**src/rtl/fetch_unit.sv**
```systemverilog
// Instruction fetch stage: owns the PC, fetches over a req/ack port, holds the instruction for one EXEC cycle.
// Optional feature macro: FETCH_MISALIGN_TRAP_EN (halt on a misaligned next PC instead of clearing its low bits).
module fetch_unit #(
  parameter logic [31:0] RESET_PC = 32'h0000_0000,
  parameter int unsigned MAX_WAIT = 255
) (
  input  logic        clk,
  input  logic        rst,
  input  logic [1:0]  PCSrc,
  input  logic [31:0] ImmExt,
  input  logic [31:0] ALUResult,
  input  logic        done,
  output logic        imem_req,
  output logic [31:0] imem_addr,
  input  logic        imem_ack,
  input  logic [31:0] imem_rdata,
  output logic [31:0] Instr,
  output logic [6:0]  op,
  output logic [2:0]  func3,
  output logic [6:0]  func7,
  output logic        instr_valid,
  output logic [31:0] PC,
  output logic [31:0] PCPlus4,
  output logic        halted,
  output logic        fetch_err,
  output logic        misalign,
  output logic [1:0]  dbg_state
);

  // Handshake: imem_req is high for every REQ cycle; a cycle with imem_req && imem_ack
  // transfers imem_rdata, and imem_ack in any other cycle is ignored.
  typedef enum logic [1:0] {
    S_REQ  = 2'd0,
    S_EXEC = 2'd1,
    S_HALT = 2'd2
  } state_e;

  localparam logic [7:0]  WAIT_LIMIT = 8'(MAX_WAIT);
  localparam logic [31:0] NOP_INSTR  = 32'h0000_0013;

  state_e      state_q, state_d;
  logic [31:0] pc_q, pc_d;
  logic [31:0] instr_q, instr_d;
  logic [7:0]  wait_q, wait_d;
  logic [7:0]  wait_inc;
  logic        err_q, err_d;
  logic [31:0] target;
  logic [31:0] next_pc;

  assign wait_inc = wait_q + 8'd1;

  always_comb begin
    target = pc_q + 32'd4;
    case (PCSrc)
      2'b01:   target = pc_q + ImmExt;
      2'b10:   target = {ALUResult[31:1], 1'b0};
      default: target = pc_q + 32'd4;
    endcase
  end

`ifdef FETCH_MISALIGN_TRAP_EN
  logic mis_q, mis_d;
  assign next_pc  = target;
  assign misalign = mis_q;
`else
  assign next_pc  = target & 32'hFFFF_FFFC;
  assign misalign = 1'b0;
`endif

  always_ff @(posedge clk or negedge rst) begin
    if (!rst) begin
      state_q <= S_REQ;
      pc_q    <= RESET_PC;
      instr_q <= NOP_INSTR;
      wait_q  <= 8'd0;
      err_q   <= 1'b0;
`ifdef FETCH_MISALIGN_TRAP_EN
      mis_q   <= 1'b0;
`endif
    end else begin
      state_q <= state_d;
      pc_q    <= pc_d;
      instr_q <= instr_d;
      wait_q  <= wait_d;
      err_q   <= err_d;
`ifdef FETCH_MISALIGN_TRAP_EN
      mis_q   <= mis_d;
`endif
    end
  end

  always_comb begin
    state_d = state_q;
    pc_d    = pc_q;
    instr_d = instr_q;
    wait_d  = wait_q;
    err_d   = err_q;
`ifdef FETCH_MISALIGN_TRAP_EN
    mis_d   = mis_q;
`endif
    case (state_q)
      S_REQ: begin
        // An ack arriving on the limit cycle still completes the fetch.
        if (imem_ack) begin
          instr_d = imem_rdata;
          wait_d  = 8'd0;
          state_d = S_EXEC;
        end else begin
          wait_d = wait_inc;
          if (wait_inc == WAIT_LIMIT) begin
            err_d   = 1'b1;
            state_d = S_HALT;
          end
        end
      end
      S_EXEC: begin
        if (done) begin
          state_d = S_HALT;
`ifdef FETCH_MISALIGN_TRAP_EN
        end else if (|next_pc[1:0]) begin
          mis_d   = 1'b1;
          state_d = S_HALT;
`endif
        end else begin
          pc_d    = next_pc;
          state_d = S_REQ;
        end
      end
      S_HALT:  state_d = S_HALT;
      default: state_d = S_HALT;
    endcase
  end

  always_comb begin
    imem_req    = (state_q == S_REQ);
    instr_valid = (state_q == S_EXEC);
    halted      = (state_q == S_HALT);
    dbg_state   = state_q;
  end

  assign imem_addr = pc_q;
  assign PC        = pc_q;
  assign PCPlus4   = pc_q + 32'd4;
  assign Instr     = instr_q;
  assign op        = instr_q[6:0];
  assign func3     = instr_q[14:12];
  assign func7     = instr_q[31:25];
  assign fetch_err = err_q;

endmodule

```
**config.mk**
```make
export PLATFORM = sky130hd
export DESIGN_NAME = fetch_unit
export DESIGN_NICKNAME = d
export VERILOG_FILES = /design/src/rtl/fetch_unit.sv
export SDC_FILE = /design/constraint.sdc
export NUM_CORES = 1
export LEC_CHECK = 0
export BUFFER_PORTS_ARGS = -buffer_cell sky130_fd_sc_hd__buf_2
export CAP_MARGIN = 20
export CORE_MARGIN = 2
export CORE_UTILIZATION = 40
export CTS_CLUSTER_SIZE = 10
export DETAILED_ROUTE_END_ITERATION = 16
export GPL_TIMING_DRIVEN = 0
export PLACE_DENSITY = 0.68
export SLEW_MARGIN = 10
export SYNTH_ARGS = -nofsm -noshare
export SYNTH_HDL_FRONTEND = slang
export SYNTH_SLANG_ARGS = --single-unit
```
**constraint.sdc**
```tcl
create_clock -name clk -period 5.8 [get_ports clk]
set_clock_uncertainty 0.15 [all_clocks]
set_input_delay 0.58 -clock clk [delete_from_list [all_inputs] [get_ports clk]]
set_output_delay 0.58 -clock clk [all_outputs]
set_load 0.01 [all_outputs]
```
# Yosys cells after proc, flatten, opt, wreduce, memory -nomap -nowiden
# Index checks and enable logic that the tools add are counted.
# classes
n_eq_ne	6
reduce_logical	4
n_mux	6
order_cmp	0
multipliers	0
shift	0
add_sub_neg	3
bitwise	2
div_mod_pow	0
# ops
operator	n
32-bit case mux with 2 select lines	1
32-bit by 3-bit adder with 32-bit output, second input constant	1
32-bit adder	1
8-bit by 1-bit adder with 8-bit output, second input constant	1
8-bit == test, second input constant	1
8-bit two-way mux	1
2-bit two-way mux	3
2-bit by 1-bit == test with 1-bit output, second input constant	2
2-bit == test, second input constant	2
2-bit case mux with 2 select lines	1
2-bit AND reduction	2
3-bit by 1-bit inequality test with 1-bit output, second input constant	1
3-bit AND reduction	1
2-bit logical NOT	1
1-bit inverter	2
# word_totals
input_bits	102
reg_bits	73
latchBits	0
elab_cells	26
rom_bits	0
output_inout_bits	152
ramBits	0
memories	0

# Depth between registers and ports, before layout
# logic_depth
depth_word	5
ltp_mapped	11
depth_no_buf	11

# Least setup slack after synthesis
# No wires, ideal clock.
# synth_timing
path_type	input-to-reg
startpoint	input ImmExt[2]
endpoint	register pc_q[22] (netlist: PC[22])
setup_ns	0.137
path_buffers	0
path_slack_ns	3.087
t_arrival_ns	2.426
t_required_ns	5.513
stages	11
cell_sequence	ha_1 inv_1 fa_1 nor2b_1 o31a_1 o31a_1 o21a_1 nand2b_1 a311o_1 nand4_1 o211ai_1
# synth_between
elab_chain_len	2
# synth_lines
element	line_no	rtl
from (decl)	10	input logic [31:0] ImmExt,
32-bit adder	55	2'b01: target = pc_q + ImmExt;
32-bit case mux with 2 select lines	54	case (PCSrc)
to (signal assigned)	82	pc_q <= pc_d;
to (decl)	42	logic [31:0] pc_q, pc_d;
# No other way between the ends.
# A chain may end at the register's enable or synchronous reset.

# Worst setup path in the final report
# layout_timing
startpoint	register pc_q[3] (netlist: PC[3])
endpoint	output PCPlus4[28]
# layout_between
elab_chain_len	1
# layout_lines
element	line_no	rtl
32-bit by 3-bit adder with 32-bit output	143	assign PCPlus4 = pc_q + 32'd4;
to (decl)	23	output logic [31:0] PCPlus4,
# No other way between the ends.

==> results.yml <==
clock_network:
  numCtsBuffers: 9
  cts_tree: "done"
  cts_buffer_depth: 2
  insertion_delay_ps: 340
  cts_sinks: 73
  clkSlewWorstSetupHoldPaths_ps: 60
  root_buffer: "clkbuf_16"
  post_cts_resized: 0
  cts_max_level: 3
power:
  p_leak_uw: 0.00446
  finalPower_uw: 1180
  ir_worst_vdd_mv: 0.123
  powerDensity_nw_per_um2: 149
final_layout:
  fin_util: 0.525
  fin_nets: 1107
  drive_above_1_share: 0.387
  syn2layout_area_growth_pct: 28.8
  diodes: 0
logic_synthesis:
  syn_avg_cell_area_um2: 8.70
  synth_top_area_share: 0.283
  yosys.area.top_type: "dfrtp_1"
  synth-seq-area-share: 0.296
  yosys-top-cells-area: "dfrtp_1 (28%), ha_1 (6.9%), buf_4 (6.6%), mux2_2 (6.4%), xnor2_1 (4.4%)"
  syn_area_um2: 6180
  yosys_warnings: 0
  post_synth_and_or_nand_nor_area_fraction: 0.179
  ys.flop_type: "dfrtp_1"
  synth_edf_count: 0
  synth_mux_area_frac: 0.0808
  synth_top_family_by_area: "compound AO/OA/AOI/OAI gates"
  ys_ff_latch: 73
  synth_compound_area_frac: 0.203
  synth_fa_ha_area_frac: 0.0721
  synthXorXnorAreaFrac: 0.0680
  synth.distinct_cells: 76
  synth_cells: 710
  synth-async-reset-ratio: 1.00
die:
  core-area_um2: 15100
  die_x_um: 128
  fp.dieH_um: 128
  dieArea_um2: 16500
  fp-row-count: 45
  initial_core_util: 0.408
  io_pins: 254
min_path:
  hp-class: "reg2reg"
setup_path:
  cp.arrival_ps: 2730
  critical_path.max_stage_delay_ps: 470
  worstSetupStartpointType: "register"
  critPathTopFamily: "simple AND/OR/NAND/NOR gates"
  worst-path-buf-inv: 1
  cp-end-kind: "output pin"
  crit_path_top_delay_cell: "dfrtp_1"
  crit_chain: "ha_1, and4_2, nand4b_4, nor3_1, nand2_1, xnor2_1, buf_2"
  r2r_slack_ps: 2570
  crit_type: "reg2out"
  crit_required_ps: 5070
  crit_fanout: 7
global_route:
  grt.overflow.total: 0
  grt_usage: 0.237
  grt_pass1_vias: 5601
  grt_max_degree: 58
  antenna_found_initial: 0
  grt_pass1_wl_mm: 30.3
placed_design:
  io_buffer_count: 241
  routabilityCongestion: 0.888
  place_hpwl_mm: 15.5
timing:
  finalCritPeriodShare: 0.597
  setup_viol: 0
  worst_slew_pin_slew_ps: 714
  timing.final.crit_period_ps: 3460
  relSlewSlack: 0.524
  finalHoldViolations: 0
  tns_ps: 0
  max_freq_ghz: 0.289
  grt_setup_unrepaired: "false"
  slew_violations: 0
routing:
  drt-wirelength-per-cell_um: 17.2
  drtAntennaViolNets: 0
  dr.pass1.iters: 5
  dr_total_vias: 6217
  drt-initial-drc-count: 389
  via_per_inst: 5.35
  wl_mm: 20.0
  drc: 0
status:
  status: "finished, final reports clean"
run:
  max-cap-violations: 0
[synthesized netlist by cell type (all sizes together) (3+ instances only)]
master / number
clkbuf: 26
nor3: 9
ha: 34
a221oi: 12
a21oi: 53
and3: 14
mux2i: 9
a211oi: 7
nand4: 7
xnor2: 31
dfstp: 3
dfrtp: 70
or2: 3
nor2: 44
nand4b: 3
or3: 6
a21o: 14
and4: 5
nand2: 67
nand2b: 7
xor2: 17
nand3: 19
o31a: 3
nor3b: 3
a22o: 3
nor2b: 6
a22oi: 4
inv: 21
o21ai: 42
buf: 61
and2: 7
a21boi: 5
mux2: 36
o211ai: 8
o22ai: 4
o21a: 9
a31oi: 7
nor4: 4
o31ai: 3
[per-layer routing]
| layer | vias up | track usage | part of all wire |
|---|---|---|---|
| met5 | - | 0 | 0 |
| met2 | 250 | 0.381 | 0.48 |
| li1 | 3024 | - | - |
| met3 | 19 | 0.0267 | 0.067 |
| met4 | 0 | 0.0685 | 0.014 |
| met1 | 2924 | 0.335 | 0.44 |
[placed cells by master, fill, tap and decap left out, types with 9 or more instances in the layout]
cell,count
a21o_1,14
a21oi_1,53
a221oi_1,12
and3_1,12
buf_2,245
buf_4,55
clkbuf_1,23
clkbuf_16,9
dfrtp_1,70
ha_1,34
inv_1,21
mux2_2,35
mux2i_1,9
nand2_1,67
nand3_1,18
nor2_1,43
nor3_1,9
o21a_1,9
o21ai_0,40
xnor2_1,31
xor2_1,17
[final timing paths]
check                                      start                     to  cells past startpoint
setup / recovery               PC[3]$_DFFE_PN0P_            PCPlus4[28]                      7
hold / removal             fetch_err$_DFFE_PN0P_  fetch_err$_DFFE_PN0P_                      1
setup reg to reg               PC[5]$_DFFE_PN0P_     PC[29]$_DFFE_PN0P_                      9
hold reg to reg            fetch_err$_DFFE_PN0P_  fetch_err$_DFFE_PN0P_                      1
max in group asynchronous                    rst   Instr[4]$_DFFE_PN1P_                      3
min in group asynchronous                    rst  Instr[22]$_DFFE_PN0P_                      2
[flip-flops by register name (all words and copies together), names as in the netlist]
name and cells:
Instr 32, PC 30, dbg_state 2, fetch_err 1, wait_q 8
[area by class of cell]
| type | count | area (µm²) |
|---|---|---|
| inverter | 21 | 78.8 |
| multi-input combinational | 535 | 3750 |
| clock inverter | 6 | 45.0 |
| sequential | 73 | 1830 |
| tap | 188 | 235 |
| fill | 1504 | 7190 |
| timing repair buffer | 243 | 1250 |
| clock buffer | 10 | 229 |
| buffer | 87 | 541 |
[power breakdown]
part | switching, µW | internal (µW) | leakage [µW]
Combinational | 89.5 | 63.0 | 0.00339
Sequential | 0.000000227 | 509 | 0.000941
Clock | 231 | 290 | 0.000125
Total | 321 | 863 | 0.00446
[cells by family (layout without fill, tap and decap cells)]
logic type,count (synthesis),in the layout
other cells,1,7
mux,45,45
flops,73,73
fa+ha+maj,35,35
simple gates,207,207
buf+inv,108,367
compound gates,193,193
xor+xnor,48,48
[what timing repair did]
item,4_1_cts,5_1_grt
buffers inserted,0,0
endpoints found under the hold margin,15,0
hold buffers,1,0
setup endpoints to repair,0,0
[per-stage QoR]
| stage | instance area (µm²) | instances | hold WS (ps) | setup slack, ps |
|---|---|---|---|---|
| 2_1_floorplan | 6200 | 716 | 134 | 3090 |
| 3_3_place_gp | 7640 | 1145 | 293 | 2500 |
| 3_5_place_dp | 7670 | 1146 | 302 | 2510 |
| 4_1_cts | 7960 | 1163 | 305 | 2370 |
| 5_1_grt | 7960 | 1163 | 310 | 2270 |
| 6_report | 7960 | 1163 | 310 | 2340 |
No activity file was read; power rests on OpenSTA's default activity.
